`src/rtl/pong_match_ctrl.sv`:
```
// Pong match sequencer: scores, serve countdown, post-point freeze and game-over.
// Gates the ball engine through ball_enable / ball_reset from miss pulses and frame ticks.
module pong_match_ctrl #(
  parameter int unsigned WIN_SCORE    = 9,
  parameter int unsigned SERVE_FRAMES = 60,
  parameter int unsigned POINT_FRAMES = 90
) (
  input  logic       clk,
  input  logic       rst,
  input  logic       frame_tick,
  input  logic       start,
  input  logic       miss_l,
  input  logic       miss_r,
  output logic       ball_enable,
  output logic       ball_reset,
  output logic       serve_dir,
  output logic [3:0] score_l,
  output logic [3:0] score_r,
  output logic       game_over,
  output logic       winner,
  output logic [2:0] state_o
);

  typedef enum logic [2:0] {
    S_IDLE  = 3'd0,
    S_SERVE = 3'd1,
    S_PLAY  = 3'd2,
    S_POINT = 3'd3,
    S_OVER  = 3'd4
  } state_e;

  localparam logic [3:0] WIN_LD   = 4'(WIN_SCORE);
  localparam logic [7:0] SERVE_LD = 8'(SERVE_FRAMES);
  localparam logic [7:0] POINT_LD = 8'(POINT_FRAMES);

  state_e     state_q, state_d;
  logic [7:0] cnt_q, cnt_d;
  logic [3:0] score_l_q, score_l_d;
  logic [3:0] score_r_q, score_r_d;
  logic       serve_dir_q, serve_dir_d;
  logic       winner_q, winner_d;
  logic       ball_reset_q, ball_reset_d;
  logic       ball_enable_q;
  logic       game_over_q;

  logic [3:0] score_l_inc;
  logic [3:0] score_r_inc;

  assign score_l_inc = score_l_q + 4'd1;
  assign score_r_inc = score_r_q + 4'd1;

  always_comb begin
    state_d      = state_q;
    cnt_d        = cnt_q;
    score_l_d    = score_l_q;
    score_r_d    = score_r_q;
    serve_dir_d  = serve_dir_q;
    winner_d     = winner_q;
    ball_reset_d = 1'b0;

    case (state_q)
      S_IDLE, S_OVER: begin
        if (start) begin
          score_l_d    = 4'd0;
          score_r_d    = 4'd0;
          serve_dir_d  = 1'b1;
          winner_d     = 1'b0;
          cnt_d        = SERVE_LD;
          ball_reset_d = 1'b1;
          state_d      = S_SERVE;
        end
      end

      S_SERVE: begin
        if (frame_tick) begin
          cnt_d = cnt_q - 8'd1;
          if (cnt_q <= 8'd1) begin
            state_d = S_PLAY;
          end
        end
      end

      S_PLAY: begin
        // A double miss is treated as a void rally: re-serve with no score.
        if (miss_l && miss_r) begin
          cnt_d        = SERVE_LD;
          ball_reset_d = 1'b1;
          state_d      = S_SERVE;
        end else if (miss_r) begin
          serve_dir_d = 1'b1;
          if (score_l_q < WIN_LD) begin
            score_l_d = score_l_inc;
          end
          if (score_l_inc >= WIN_LD) begin
            winner_d = 1'b0;
            state_d  = S_OVER;
          end else begin
            cnt_d   = POINT_LD;
            state_d = S_POINT;
          end
        end else if (miss_l) begin
          serve_dir_d = 1'b0;
          if (score_r_q < WIN_LD) begin
            score_r_d = score_r_inc;
          end
          if (score_r_inc >= WIN_LD) begin
            winner_d = 1'b1;
            state_d  = S_OVER;
          end else begin
            cnt_d   = POINT_LD;
            state_d = S_POINT;
          end
        end
      end

      S_POINT: begin
        if (frame_tick) begin
          if (cnt_q <= 8'd1) begin
            cnt_d        = SERVE_LD;
            ball_reset_d = 1'b1;
            state_d      = S_SERVE;
          end else begin
            cnt_d = cnt_q - 8'd1;
          end
        end
      end

      default: begin
        state_d = S_IDLE;
      end
    endcase
  end

  // Outputs are registered from the next state so they line up with the state they describe.
  always_ff @(posedge clk) begin
    if (rst) begin
      state_q       <= S_IDLE;
      cnt_q         <= 8'd0;
      score_l_q     <= 4'd0;
      score_r_q     <= 4'd0;
      serve_dir_q   <= 1'b1;
      winner_q      <= 1'b0;
      ball_reset_q  <= 1'b0;
      ball_enable_q <= 1'b0;
      game_over_q   <= 1'b0;
    end else begin
      state_q       <= state_d;
      cnt_q         <= cnt_d;
      score_l_q     <= score_l_d;
      score_r_q     <= score_r_d;
      serve_dir_q   <= serve_dir_d;
      winner_q      <= winner_d;
      ball_reset_q  <= ball_reset_d;
      ball_enable_q <= (state_d == S_PLAY);
      game_over_q   <= (state_d == S_OVER);
    end
  end

  assign ball_enable = ball_enable_q;
  assign ball_reset  = ball_reset_q;
  assign serve_dir   = serve_dir_q;
  assign score_l     = score_l_q;
  assign score_r     = score_r_q;
  assign game_over   = game_over_q;
  assign winner      = winner_q;
  assign state_o     = state_q;

endmodule
```
`config.mk`:
```
export PLATFORM = sky130hd
export DESIGN_NAME = pong_match_ctrl
export DESIGN_NICKNAME = d
export VERILOG_FILES = /design/src/rtl/pong_match_ctrl.sv
export SDC_FILE = /design/constraint.sdc
export NUM_CORES = 1
export LEC_CHECK = 0
export ABC_AREA = 1
export CAP_MARGIN = 40
export CORE_MARGIN = 2
export CORE_UTILIZATION = 54
export CTS_CLUSTER_DIAMETER = 30
export CTS_CLUSTER_SIZE = 10
export DETAILED_ROUTE_END_ITERATION = 7
export MAX_ROUTING_LAYER = met4
export PLACE_DENSITY = 0.77
export SLEW_MARGIN = 30
export SYNTH_ARGS = -nofsm -noshare
export SYNTH_HDL_FRONTEND = slang
export SYNTH_SLANG_ARGS = --single-unit
```
`constraint.sdc`:
```
create_clock -name clk -period 1.8 [get_ports clk]
set_input_delay 0.36 -clock clk [delete_from_list [all_inputs] [get_ports clk]]
set_output_delay 0.36 -clock clk [all_outputs]
set_load 0.05 [all_outputs]
```
; ---- Word level (Yosys, flattened, before mapping)
; Cells that the tools add are included.
[totals]
wordCells = 96
register_bits = 24
output_inout_bits = 16
in_bits = 6
[classes]
n_eq_ne = 21
addsub = 3
n_mux = 48
order_cmp = 5
reduce_logical = 10
[ops]
columns = op, n
row1 = $mux W8, 9
row2 = $mux W4, 8
row3 = $pmux W8 S4, 1
row4 = $mux W3, 10
row5 = $ne A2 B2 Y1 const B, 9
row6 = $pmux W4 S2, 2
row7 = $mux W1, 14
row8 = $ne A4 B4 Y1 const B, 3
row9 = $pmux W3 S4, 1
row10 = $reduce_and A6 Y1, 2
row11 = $eq A3 B2 Y1 const B, 3
row12 = $ne A3 B3 Y1 const B, 3
row13 = $add A4 B1 Y4 const B, 2
row14 = $ge A4 B4 Y1 const B, 2
row15 = $le A8 B1 Y1 const B, 1
row16 = $lt A4 B4 Y1 const B, 2
row17 = $sub A8 B1 Y8 const B, 1
row18 = $reduce_and A7 Y1, 1
row19 = $eq A3 B3 Y1 const B, 2
row20 = $reduce_and A5 Y1, 1
row21 = $pmux W1 S2, 2
row22 = $reduce_and A4 Y1, 1
row23 = $reduce_bool A4 Y1, 1
row24 = $eq A3 B1 Y1 const B, 1
row25 = 5 further kinds, 5

; ---- Logic depth before layout (Yosys ltp)
[depth]
depth_word = 8
depth_mapped = 12
ltp_nobuf = 12

; ---- Worst setup path before layout
; Ideal clock, no wire load.
[synth_timing]
kind = register to register
startpoint = register score_r_q[0] (netlist: score_r[0])
endpoint = register cnt_q[6]
path_stages_with_launch = 10
required_time_ps = 1683
period_less_slack_ps = 1962
n_path_buf = 0
setup_time_ps = 117
t_arrival_ps = 1845
setup_slack_ps = -162
path_cell_list = dfxtp_1 > inv_1 > ha_1 > nand3b_1 > nand3_1 > nand2_1 > nand2_1 > nand3_4 > nor3_1 > nor2_1
[synth_via]
elab_chain_len = 4
[synth_lines]
columns = element, line_no
row1 = "start, declared", 39  ; logic [3:0] score_r_q, score_r_d;
row2 = "start signal, assigned", 150  ; score_r_q <= score_r_d;
row3 = $add A4 B1 Y4, 50  ; assign score_r_inc = score_r_q + 4'd1;
row4 = $ge A4 B4 Y1, 106  ; if (score_r_inc >= WIN_LD) begin
row5 = $ne A4 B4 Y1 (no line), n/a
row6 = $reduce_and A7 Y1 (no line), n/a
row7 = "end signal, assigned", 148  ; cnt_q <= cnt_d;
row8 = "end, declared", 37  ; logic [7:0] cnt_q, cnt_d;
; Every way passes these cells.
; A chain may end at the register's enable or synchronous reset.

; ---- Final worst setup path
[layout_timing]
startpoint = register cnt_q[1]
endpoint = register cnt_q[3]
[layout_via]
elab_chain_len = 4
word_cells_on_any_way = 6
cone_classes = 1 x add/sub / 1 x order compare / 4 x mux
[layout_lines]
columns = element, line_no
row1 = $sub A8 B1 Y8 or $le A8 B1 Y1 (tied branches), "76, 123, 118"
row2 = $mux W8, 118  ; if (cnt_q <= 8'd1) begin
row3 = $mux W8, 117  ; if (frame_tick) begin
row4 = $pmux W8 S4 *, 61  ; case (state_q)
; Every way passes the cells marked *; elsewhere a longest branch is shown, timed or not. The select of a mux whose other input is x is not followed.

==> results.md <==
- Run status: finished clean
- Register area share after synthesis: 0.3074
- Clock share of power: 0.167
- Worst-Skew Late Latency: a little over 300 ps
- Multi-input logic area: ~970 µm²
- DRT Pass-1 Iters: 4
- Area after DPL: roughly 0.0019 mm²
- Root buffer cell: clkbuf_4
- Final nets: 283
- # IOs: 22
- Max-Slew Margin vs Limit: 0.6773
- Worst Path Class, Setup: reg2reg
- Cts hold-fix bufs: 0
- Hpwl dp: between 2000 and 3000 µm
- WL met2: about 1600 µm
- Avg Cell Area, Syn: around 6.7 µm²
- Die Span Y: between 50 and 60 µm
- Worst hold margin: between 400 and 500 ps
- Vias in the first global route: 1393
- Clock slew at reported path FFs: about 130 ps
- Core area: between 0.002 and 0.003 mm²
- Area leader, netlist: dfxtp_1
- Highest Clock Rate: 0.6006 GHz
- Switch Pwr: between 500 and 600 µW
- Max Used Layer: met4
- Crit-path max FO: 4
- Gate Count Post-Synth: around 230
- Yosys top cell area share: 0.3074
- GRT Util Overall: 0.2350
- Total power: roughly 1400 µW
- H-tree Lvls: 1
- TNS Setup: 0 ps
- Initial core utilization: 0.5667
- WL per Instance: roughly 12 µm
- Worst Setup Start Kind: flop
- Endpoints failing setup: 0
- HP Class: reg2reg
- Crit path time final: roughly 1700 ps
- Vias: between 1500 and 2000
- Die ar.: ~0.0033 mm²
- Post-Syn Nets: approximately 250
- Layout fillers: ~260
- Ant diodes: 0
- Comb power frac: 0.392
- Inserted Clock Buffers: 3
- Met1 WL: approximately 1700 µm
- CP Capture Type: flop
- Post-Layout Cell Count: between 200 and 300
- Design area: 0.001921 mm²
- Crit share post-route: 0.9250
- Total grt overflow: 0
- Synth Register Bits: 24
- CTS tree: built
- Leakage: between 0.0009 and 0.001 µW
- Proportion of layout cells with a drive suffix above 1: 0.2247
- Worst-case clock buffer depth: 2
- Commonest non-fill, non-tap cell in the layout: nand2_1
- Post-route DRC violation count: 0
- I/O Buffers: 21
- Synth area leaders: dfxtp_1, nand2_1, nor2_1
- Int Pwr: 881.3 µW
- Total clock sinks: 24
- Switching Share: 0.3878
- Fin. max-slew vios: 0
- Arrival time worst endpoint: between 1500 and 2000 ps
- Row Count: 19
- Via density: just over 5
- Synth unique cells: 31
- Pwr dens: ~750 mW/mm²
- GP Congestion: roughly 0.88
- Yosys warns: 0
- Post-Route WL: approximately 3500 µm
- Seq pwr share: 0.441
- P&R area growth vs syn: 22.90%
- Initial DRC Count: 47
- Worst slew pin tran: just under 500 ps
- Largest net degree at the start of global routing: 15
- First-pass GRT wire length: roughly 6000 µm
- Most frequent cells in the layout: nand2_1, nor2_1, inv_1
- Register area: a little under 500 µm²
- Initial antenna violation count: 0
- Synthesized area: 0.001563 mm²
- Peak supply drop: roughly 0.63 mV
- Chip width: 57.80 µm
- Hold Vio Cnt, Final: 0
- Clk_skew: 4.991 ps
- Met3 WL: 113 µm
- Post-DRT Antenna Nets: 0
- Req. time, crit path: ~2000 ps
- Placed instance count: roughly 290
- RSZ-0062 raised after global routing: yes
- MaxCap Viol Count: 0
## area by class of cell
cell class / count / share of cell area
multi-input cells: 174 / 0.5036
clock buffers: 3 / 0.01173
well taps: 31 / 0.02020
flip-flops and latches: 24 / 0.2554
inverters: 33 / 0.06580
repair buffers: 33 / 0.1433
## repair_timing
| item | 4_1_cts | 5_1_grt |
|---|---|---|
| endpoints found under the setup margin | 2 | 10 |
| pin swaps | 0 | 1 |
| gates resized for setup | 2 | 9 |
| setup buffers | 0 | 2 |
## synthesized netlist by cell type (all sizes together)
library cell,count
ha,8
nor3,5
and2,1
xor2,3
dfxtp,24
nand3b,2
o21ai,13
clkbuf,1
nand2,56
xnor2,2
a211oi,5
a21boi,1
nand4,5
nand3,16
o211ai,1
or2,2
inv,33
o22ai,1
a21oi,19
a31oi,2
nor2,32
## worst paths after layout
kind | start | endpoint | slack (ps) | cells after the start
worst max-delay path | cnt_q[1] | cnt_q[3] | 140 | 10
worst min-delay path | cnt_q[0] | cnt_q[0] | 490 | 2
worst max register to register | cnt_q[1] | cnt_q[3] | 140 | 10
worst min register to register | cnt_q[0] | cnt_q[0] | 490 | 2
## cells by family after synthesis
| family | synth area share |
|---|---|
| AND/OR/NAND/NOR | 0.3659 |
| AO/OA/AOI/OAI | 0.1513 |
| buffers and inverters | 0.08327 |
| flip-flops | 0.3074 |
| adder cells (fa/ha/maj) | 0.06405 |
| XOR/XNOR | 0.02803 |
## per-stage QoR
step	worst slack, ps	util
6_report	135.1	0.6965
5_1_grt	-8.713	0.6965
4_1_cts	50.20	0.6838
3_5_place_dp	0.5297	0.6765
3_3_place_gp	-10.63	0.6765
2_1_floorplan	43.37	-
## critical path, cell delays in order (launching register included)
cell and delay (ps):
dfxtp_2 350, inv_1 80, ha_2 180, or2_2 300
nand4_1 100, nor2_1 70, nor2_1 150, buf_4 140
o21ai_0 70, nand2_1 80, a21oi_1 50
## state kept, by name (all words and copies together), names as in the netlist
name,flops
ball_reset,1
winner,1
state_o,3
serve_dir,1
game_over,1
cnt_q,8
score_r,4
ball_enable,1
score_l,4
## per-layer routing
metal,vias to the layer above,track usage
li1,836,-
met1,668,0.3031
met2,22,0.3847
met3,4,0.03125
met4,0,0.06977
met5,-,-
## power groups by stage
stage | Clock (µW) | Sequential (µW) | Combinational (µW)
floorplan | 0 | 718 | 313
global placement | 0 | 645 | 542
detailed placement | 0 | 645 | 549
CTS | 246 | 633 | 551
global route | 265 | 644 | 627
finish | 240 | 634 | 565
Note: power is estimated with default switching activity, not from simulation.
